--- src/rtl/shared_reg_arbiter_pkg.sv ---
// Shared types for the round-robin shared-register write arbiter.
package shared_reg_pkg;

    typedef enum logic [1:0] {IDLE, LOAD, ACK, CLEAR} sra_state_t;

    function automatic int ptr_width(input int n);
        return (n > 1) ? $clog2(n) : 1;
    endfunction

endpackage

--- src/rtl/shared_reg_arbiter_rr_pick.sv ---
// Combinational round-robin picker: first set req bit at or above ptr, wrapping at NREQ-1.
module rr_pick
    import shared_reg_pkg::*;
#(
    parameter int NREQ = 4,
    parameter int PW   = ptr_width(NREQ)
) (
    input  logic [NREQ-1:0] req,
    input  logic [PW-1:0]   ptr,
    output logic [PW-1:0]   winner,
    output logic            valid
);

    logic [PW:0] idx;

    always_comb begin
        winner = '0;
        valid  = 1'b0;
        idx    = '0;
        for (int i = 0; i < NREQ; i++) begin
            // explicit wrap keeps non-power-of-two NREQ in range
            idx = {1'b0, ptr} + (PW+1)'(i);
            if (idx >= (PW+1)'(NREQ)) begin
                idx = idx - (PW+1)'(NREQ);
            end
            if (!valid && req[idx[PW-1:0]]) begin
                valid  = 1'b1;
                winner = idx[PW-1:0];
            end
        end
    end

endmodule

--- src/rtl/shared_reg_arbiter.sv ---
// Round-robin write arbiter for a shared clearable register.
// Define SHARED_REG_ARBITER_LOCK_EN to add the lock port (winner keeps priority).
module shared_reg_arbiter
    import shared_reg_pkg::*;
#(
    parameter int NREQ  = 4,
    parameter int WIDTH = 8
) (
    input  logic                  clk,
    input  logic                  clear_n,
    input  logic [NREQ-1:0]       req,
    input  logic [NREQ*WIDTH-1:0] wdata,
    input  logic                  sync_clr,
    output logic [NREQ-1:0]       gnt,
    output logic [NREQ-1:0]       ack,
    output logic                  clr_done,
    output logic                  busy,
    output logic [WIDTH-1:0]      q
`ifdef SHARED_REG_ARBITER_LOCK_EN
    ,
    input  logic [NREQ-1:0]       lock
`endif
);

    localparam int PW = ptr_width(NREQ);

    sra_state_t       state, state_nx;
    logic [PW-1:0]    ptr, ptr_nx;
    logic [PW-1:0]    win, win_nx;
    logic [PW-1:0]    pick;
    logic             pick_valid;
    logic [NREQ-1:0]  gnt_nx, ack_nx;
    logic             clr_done_nx;
    logic [WIDTH-1:0] q_nx;
    logic [WIDTH-1:0] words [NREQ];

    for (genvar gi = 0; gi < NREQ; gi++) begin : g_words
        assign words[gi] = wdata[gi*WIDTH +: WIDTH];
    end

    rr_pick #(.NREQ(NREQ), .PW(PW)) u_pick (
        .req    (req),
        .ptr    (ptr),
        .winner (pick),
        .valid  (pick_valid)
    );

    always_comb begin
        state_nx    = state;
        ptr_nx      = ptr;
        win_nx      = win;
        gnt_nx      = gnt;
        ack_nx      = '0;
        clr_done_nx = 1'b0;
        q_nx        = q;
        case (state)
            IDLE: begin
                if (sync_clr) begin
                    state_nx = CLEAR;
                end else if (pick_valid) begin
                    win_nx       = pick;
                    gnt_nx       = '0;
                    gnt_nx[pick] = 1'b1;
                    state_nx     = LOAD;
                end
            end
            LOAD: begin
                if (req[win]) begin
                    q_nx        = words[win];
                    ack_nx[win] = 1'b1;
                    state_nx    = ACK;
                end else begin
                    // requester withdrew: abort without touching q or ptr
                    gnt_nx   = '0;
                    state_nx = IDLE;
                end
            end
            ACK: begin
                gnt_nx = '0;
                ptr_nx = (win == PW'(NREQ-1)) ? '0 : win + 1'b1;
`ifdef SHARED_REG_ARBITER_LOCK_EN
                if (lock[win]) begin
                    ptr_nx = win;
                end
`endif
                state_nx = IDLE;
            end
            CLEAR: begin
                q_nx        = '0;
                clr_done_nx = 1'b1;
                state_nx    = IDLE;
            end
            default: state_nx = IDLE;
        endcase
    end

    always_ff @(posedge clk or negedge clear_n) begin
        if (!clear_n) begin
            state    <= IDLE;
            ptr      <= '0;
            win      <= '0;
            gnt      <= '0;
            ack      <= '0;
            clr_done <= 1'b0;
            busy     <= 1'b0;
            q        <= '0;
        end else begin
            state    <= state_nx;
            ptr      <= ptr_nx;
            win      <= win_nx;
            gnt      <= gnt_nx;
            ack      <= ack_nx;
            clr_done <= clr_done_nx;
            busy     <= (state_nx != IDLE);
            q        <= q_nx;
        end
    end

endmodule
--- config.mk ---
export PLATFORM = sky130hd
export DESIGN_NAME = shared_reg_arbiter
export DESIGN_NICKNAME = d
export VERILOG_FILES = /design/src/rtl/shared_reg_arbiter_pkg.sv /design/src/rtl/shared_reg_arbiter_rr_pick.sv /design/src/rtl/shared_reg_arbiter.sv
export SDC_FILE = /design/constraint.sdc
export NUM_CORES = 1
export LEC_CHECK = 0
export ABC_AREA = 1
export ABC_CLOCK_PERIOD_IN_PS = 1700
export CAP_MARGIN = 0
export CORE_ASPECT_RATIO = 2
export CORE_UTILIZATION = 44
export CTS_BUF_LIST = sky130_fd_sc_hd__clkbuf_4 sky130_fd_sc_hd__clkbuf_8
export DETAILED_ROUTE_END_ITERATION = 6
export PLACE_DENSITY_LB_ADDON = 0.05
export SKIP_LAST_GASP = 1
export SLEW_MARGIN = 0
export SYNTH_ARGS = -nofsm -noshare
export SYNTH_HDL_FRONTEND = slang
export SYNTH_HIERARCHICAL = 1
export SYNTH_SLANG_ARGS = --single-unit
--- constraint.sdc ---
create_clock -name clk -period 1.7 [get_ports clk]
set_input_delay 0.34 -clock clk [delete_from_list [all_inputs] [get_ports clk]]
set_output_delay 0.34 -clock clk [all_outputs]
set_load 0.01 [all_outputs]
==> results.yml, run 1 <==
timing:
  maxSlewViolCount: 0
  hold_ws_ps: 433
  maxClockFrequency_ghz: 0.567
  final_critical_path_setup_slack_ps: -62.3
  unrepaired_setup_endpoints_after_global_routing: "yes"
  timing.final.crit_period_ps: 1760
  finalSetupViolCount: 5
  tightest_slew_ps: 319
  final_hold_violations: 0
  finalCritPeriodShare_pct: 104
  rel_slew_slack_pct: 78.7
  skew_ps: 2.00
yosys:
  postSynth.asyncResetShare_pct: 100
  synth_nets: 325
  post_synth_xor_area_fraction_pct: 0
  adder_cell_fraction_of_synth_area_pct: 5.80
  synth_area_in_compound_gates_pct: 2.19
  synth_commonest_cells: "sky130_fd_sc_hd__nand2_1 (85), sky130_fd_sc_hd__inv_1 (54), sky130_fd_sc_hd__nand3_1 (34)"
  yosysUniqueCellTypes: 28
  number_of_enable_flip_flop_cells_after_synthesis: 0
  total_of_flip_flops_plus_latches_after_synthesis: 24
  yosysWarnings: 6
  synth_area_per_cell_um2: 7.01
  mux_contribution_to_synthesized_area_pct: 0.580
  post-synth-top-area-cell: "sky130_fd_sc_hd__dfrtp_1"
  synth_top_cell_area_share_pct: 30.9
  biggest_area_contributors_in_the_synthesized_netlist: "sky130_fd_sc_hd__dfrtp_1 (31%), sky130_fd_sc_hd__nand2_1 (16%), sky130_fd_sc_hd__inv_1 (10%), sky130_fd_sc_hd__nand3_1 (8.8%), sky130_fd_sc_hd__ha_1 (5.8%)"
  yosys.area_share.simple_pct: 44.8
  fraction_of_the_yosys_area_taken_by_sequential_cells_pct: 30.9
  post_synth_instance_area_um2: 1940
  cell_with_the_most_instances_after_synthesis: "sky130_fd_sc_hd__nand2_1"
  synth_top_family_by_area: "simple AND/OR/NAND/NOR gates"
  post_synth_inst_count: 277
  synth-main-ff-cell: "sky130_fd_sc_hd__dfrtp_1"
cts:
  h-tree-depth: 1
  worst_setup_hold_path_clk_slew_ps: 90
  post_cts_hold_buffer_count: 0
  cts_max_path_buffers: 2
  tritoncts_clock_tree: "built"
  tritoncts.num_buffers: 3
  sinks_on_the_clock_net: 24
  clock_latency_on_the_worst_skew_pair_ps: 270
  cts-root-buf: "sky130_fd_sc_hd__clkbuf_8"
routing:
  drt-vias-per-instance: 4.79
  first_iter_violations: 13
  routed-via-count: 1906
  postRouteWirelength_um: 5150
  drtAntennaViolNets: 0
  wl_per_cell_um: 12.9
  detail_route.first_pass.iterations: 4
  drc: 0
power:
  total_power_mw: 4.92
  static-leakage-power_nw: 1.55
  pwr_density_cell_nw_per_um2: 1710
  worst_ir_drop_vdd_uv: 1370
floorplan:
  die-area_um2: 4700
  die_height_um: 95.9
  placementRows: 33
  dieWidth_um: 49.0
  standard_cell_core_area_um2: 4170
  starting_density_of_the_core_pct: 46.5
  design.portCount: 57
global_route:
  first_pass_grt_wire_length_um: 8180
  global_route.overflow_total: 0
  grt_pass1_vias: 1802
  grt_antenna_before_repair: 0
  largest_net_degree_at_the_start_of_global_routing: 25
  grt_resource_usage_total_pct: 22.8
cells_and_area:
  insertedDiodeCount: 0
  area_growth_pct: 48.1
  layout-drive-gt1-share_pct: 25.4
  nets: 395
placement:
  hpwlAfterDp_um: 3680
  port_buffers: 56
  routabilityCongestion: 0.805
setup_path:
  critical_path.max_fanout: 6
  cp_cell_sequence: "buf_6 -> nand2_2 -> nand3_2 -> nand2_4 -> nor2_4 -> nand3b_1 -> a21oi_1 -> nor2_1 -> buf_4 -> nand3_2 -> nand2_2"
  max_stage_delay_ps: 440
  critical_path.reg2reg.endpoint: "gnt[0]"
  cp.buffers_inverters: 2
  crit_path_start_kind: "flop"
  crit_required_ps: 1870
  worst_reg_to_reg_cells: 11
  crit_start: "ptr[0]"
  crit_cells: 11
  crit_path_end_kind: "flop"
  worstPathArrival_ps: 1930
  worstReg2RegStart: "ptr[0]"
  setup.worst_path.class: "flop to flop"
  critical_path.top_delay_family: "simple AND/OR/NAND/NOR gates"
  crit_path_top_delay_cell: "sky130_fd_sc_hd__dfrtp_2"
  endpoint: "gnt[0]"
  setup.reg_to_reg.worst_slack_ps: -60
job:
  maxCapViolCount: 0
outcome:
  status: "finished with violations"
  failing_checks: "negative setup slack"
hold_path:
  hold_class: "input pin to asynchronous set/reset pin"
state kept, by name, indices dropped and copies added, names as in the netlist:
register	cells
q	8
clr_done	1
busy	1
ack	4
gnt	4
win	2
state	2
ptr	2
how the worst min path moves through the flow:
| stage | start | to | slack, ps | cells past startpoint |
|---|---|---|---|---|
| 2_1_floorplan | clear_n | ack[0] | 40 | 0 |
| 3_3_place_gp | gnt[2] | gnt[2] | 470 | 2 |
| 3_5_place_dp | gnt[0] | gnt[0] | 470 | 2 |
| 4_1_cts | clear_n | ack[0] | 440 | 2 |
| 5_1_grt | clear_n | q[4] | 450 | 2 |
| 6_report | clear_n | ack[1] | 430 | 2 |
power breakdown:
part	total (mW)	internal, mW	switching (mW)
clock network	0.506	0.315	0.191
registers	0.951	0.783	0.168
logic	3.46	1.44	2.02
cell usage in the layout, fill, tap and decap left out, drive strengths merged:
cell type,instances
nor3,4
nor2,8
dlymetal6s2s,2
clkbuf,3
dlygate4sd2,2
mux2,1
inv,58
nand3b,1
buf,18
ha,9
nand4,9
clkdlybuf4s50,52
o31ai,1
nand3,41
o21ai,5
nand2,103
or2,1
a21oi,2
bufinv,1
dfrtp,24
clkinv,1
cell families after synthesis:
group,Yosys count
AO/OA/AOI/OAI,8
AND/OR/NAND/NOR,167
buffers and inverters,68
adder cells (fa/ha/maj),9
multiplexers,1
flip-flops,24
stage by stage:
step | worst slack, ps | utilization, % | std cells | TNS [ps] | cell area, µm²
4_1_cts | -74.1 | 65.9 | 396 | -313 | 2750
5_1_grt | -164 | 68.9 | 398 | -882 | 2870
2_1_floorplan | 26.4 | - | 277 | 0 | 1940
3_3_place_gp | -333 | 62.3 | 391 | -2410 | 2600
6_report | -62.3 | 68.9 | 398 | -239 | 2870
3_5_place_dp | -375 | 62.3 | 391 | -2660 | 2600
area by class of cell:
class	count	area, µm²
clock buffer	3	41.3
clock inverter	1	30.0
fill	361	1300
inverter	59	229
multi-input combinational	185	1200
sequential	24	603
tap	52	65.1
timing repair buffer	74	709
per-layer routing:
metal | up-vias | part of all wire, % | global-route usage (%)
met4 | 0 | 1.9 | 7.84
met1 | 875 | 38 | 23.7
li1 | 983 | - | -
met2 | 40 | 57 | 46.5
met3 | 8 | 2.9 | 1.74
met5 | - | 0 | 0
worst register-to-register path, delay by kind of cell (launching register included):
family	cells	cell delay, ps
DFF	1	440
buffers and inverters	2	330
and+or+nand+nor	8	710
AOI/OAI and AO/OA	1	170
repair_timing:
item                       in CTS  in global routing
pin swaps                      13                 12
gates resized for setup        22                 33
setup endpoints to repair       8                  9
setup buffers                   1                  2
Power figures use the tool's default switching activity.
==> run 2, diff against run 1 <==
Settings changed: CORE_MARGIN set to 4.
==> results.yml, run 2 (synthesized netlist as in run 1, its figures left out) <==
global_route:
  global_route.overflow_total: 0
  top_usage_layer: "met2"
  grt_util_met2_pct: 36.7
  global_route.usage.met1_pct: 18.6
  grt_antenna_before_repair: 0
  first_pass_grt_wire_length_um: 7760
  grt_util_met3_pct: 2.19
  grt_pass1_vias: 1853
  grt_resource_usage_total_pct: 18.4
  largest_net_degree_at_the_start_of_global_routing: 25
cts:
  cts_max_path_buffers: 2
  worst_setup_hold_path_clk_slew_ps: 80
  cts-root-buf: "sky130_fd_sc_hd__clkbuf_8"
  tritoncts_clock_tree: "built"
  tritoncts.num_buffers: 3
  h-tree-depth: 1
  sinks_on_the_clock_net: 24
  clock_latency_on_the_worst_skew_pair_ps: 270
  post_cts_hold_buffer_count: 0
setup_path:
  critical_path.max_fanout: 7
  worstReg2RegStart: "ptr[0]"
  worst_reg_to_reg_cells: 12
  crit_path_start_kind: "flop"
  critical_path.reg2reg.endpoint: "gnt[3]"
  setup.reg_to_reg.worst_slack_ps: -90
  crit_required_ps: 1860
  crit_path_end_kind: "flop"
  crit_start: "ptr[0]"
  worstPathArrival_ps: 1950
  setup.worst_path.class: "flop to flop"
floorplan:
  die-area_um2: 5600
  design.portCount: 57
  dieWidth_um: 55.0
  die_height_um: 102
  standard_cell_core_area_um2: 4300
  placementRows: 34
  starting_density_of_the_core_pct: 45.2
placement:
  placedCellCount: 392
  pre_cts_slack_ps: -349
  port_buffers: 56
  routabilityCongestion: 0.798
  hpwlAfterDp_um: 3950
outcome:
  failing_checks: "negative setup slack"
  status: "finished with violations"
cells_and_area:
  multi_input_comb_area_um2: 1130
  layout.cells.most_common_list: "sky130_fd_sc_hd__nand2_1 (80), sky130_fd_sc_hd__clkdlybuf4s50_1 (52), sky130_fd_sc_hd__inv_1 (50), sky130_fd_sc_hd__nand3_1 (31), sky130_fd_sc_hd__dfrtp_1 (23)"
  largestRegisters: "q x8, ack x4, gnt x4"
  nets: 393
  layout-drive-gt1-share_pct: 23.0
  ff_latch_area_um2: 602
  insertedDiodeCount: 0
  n_fill_cell: 414
  mostFrequentLayoutCell: "sky130_fd_sc_hd__nand2_1"
  regMostFlops: "q"
  instances_no_fill: 398
  area_growth_pct: 44.0
  final_util_pct: 65.0
  largest_reg_flops: 8
timing:
  tightest_slew_ps: 310
  unrepaired_setup_endpoints_after_global_routing: "yes"
  final_critical_path_setup_slack_ps: -85.7
  finalCritPeriodShare_pct: 105
  finalSetupViolCount: 5
  rel_slew_slack_pct: 79.4
  maxClockFrequency_ghz: 0.560
  skew_ps: 2.95
  fin_tns_setup_ps: -335
  timing.final.crit_period_ps: 1790
  final_hold_violations: 0
  maxSlewViolCount: 0
power:
  total_power_mw: 4.62
  static-leakage-power_nw: 1.51
  pwr_density_cell_nw_per_um2: 1650
  worst_ir_drop_vdd_uv: 1360
routing:
  drt-vias-per-instance: 4.71
  drc: 0
  drtAntennaViolNets: 0
  postRouteWirelength_um: 4960
  wl_per_cell_um: 12.5
  detail_route.first_pass.iterations: 4
  routed-via-count: 1873
  first_iter_violations: 23
job:
  maxCapViolCount: 0
hold_path:
  hold_class: "input pin to asynchronous set/reset pin"
## run 2: changes by cell type in the layout (fill, tap and decap cells not counted), moves of 3 or more
cell	delta
sky130_fd_sc_hd__nand2_1	+4
sky130_fd_sc_hd__nand2_2	+3
sky130_fd_sc_hd__nand2_4	-7
sky130_fd_sc_hd__nand3_1	+3
## run 2: worst max-delay path by stage
stage | endpoint | slack, ps | depth (start not counted)
2_1_floorplan | gnt[0] | 30 | 10
3_3_place_gp | busy | -340 | 9
3_5_place_dp | gnt[0] | -350 | 12
4_1_cts | gnt[0] | -70 | 12
5_1_grt | gnt[2] | -210 | 12
6_report | gnt[3] | -90 | 12
## run 2: routing by layer
metal / wire length [µm] / part of all wire [%]
met1: 1780 / 36
met2: 2900 / 59
met3: 220 / 4.4
met4: 59 / 1.2
met5: 0 / 0
## run 2: per-stage QoR
stage | hold WS (ps) | instance area [µm²]
detailed placement | 465 | 2590
CTS | 442 | 2690
floorplan | 44.4 | 1940
finish | 428 | 2790
global route | 461 | 2790
global placement | 464 | 2590
## run 2: area by class of cell
class / count / area share [%]
repair buffers: 72 / 25.1
multi-input cells: 185 / 40.3
clock buffers: 3 / 1.48
clock inverters: 1 / 1.07
inverters: 59 / 8.02
flip-flops and latches: 24 / 21.5
well taps: 54 / 2.42
## run 2: report_power, final
part / switching, mW / internal (mW)
Clock: 0.180 / 0.315
Sequential: 0.168 / 0.780
Combinational: 1.85 / 1.33
## run 2: worst max-delay path, cell delays in order, from the launching register on
cell                       delay (ps)
sky130_fd_sc_hd__dfrtp_2          450
sky130_fd_sc_hd__buf_6            150
sky130_fd_sc_hd__nand2_2           60
sky130_fd_sc_hd__nand2_2           50
sky130_fd_sc_hd__nand2_2           70
sky130_fd_sc_hd__nand2_2           70
sky130_fd_sc_hd__nor2_4           140
sky130_fd_sc_hd__nand3b_1         170
sky130_fd_sc_hd__a21oi_2          190
sky130_fd_sc_hd__nor2_2            70
sky130_fd_sc_hd__buf_6            120
sky130_fd_sc_hd__nand3_2           70
sky130_fd_sc_hd__nand2_1           50
## run 2: repair_timing
action                     in CTS  in global routing
resized for setup               6                 30
setup endpoints to repair       5                  8
pin swaps                       3                 16
setup buffers                   1                  1
==> run 3, diff against run 2 <==
Settings changed: CAP_MARGIN 0 to not set.
==> results of run 3 <==
Same layout as run 2: the final DEF is identical, and so are final timing and power.
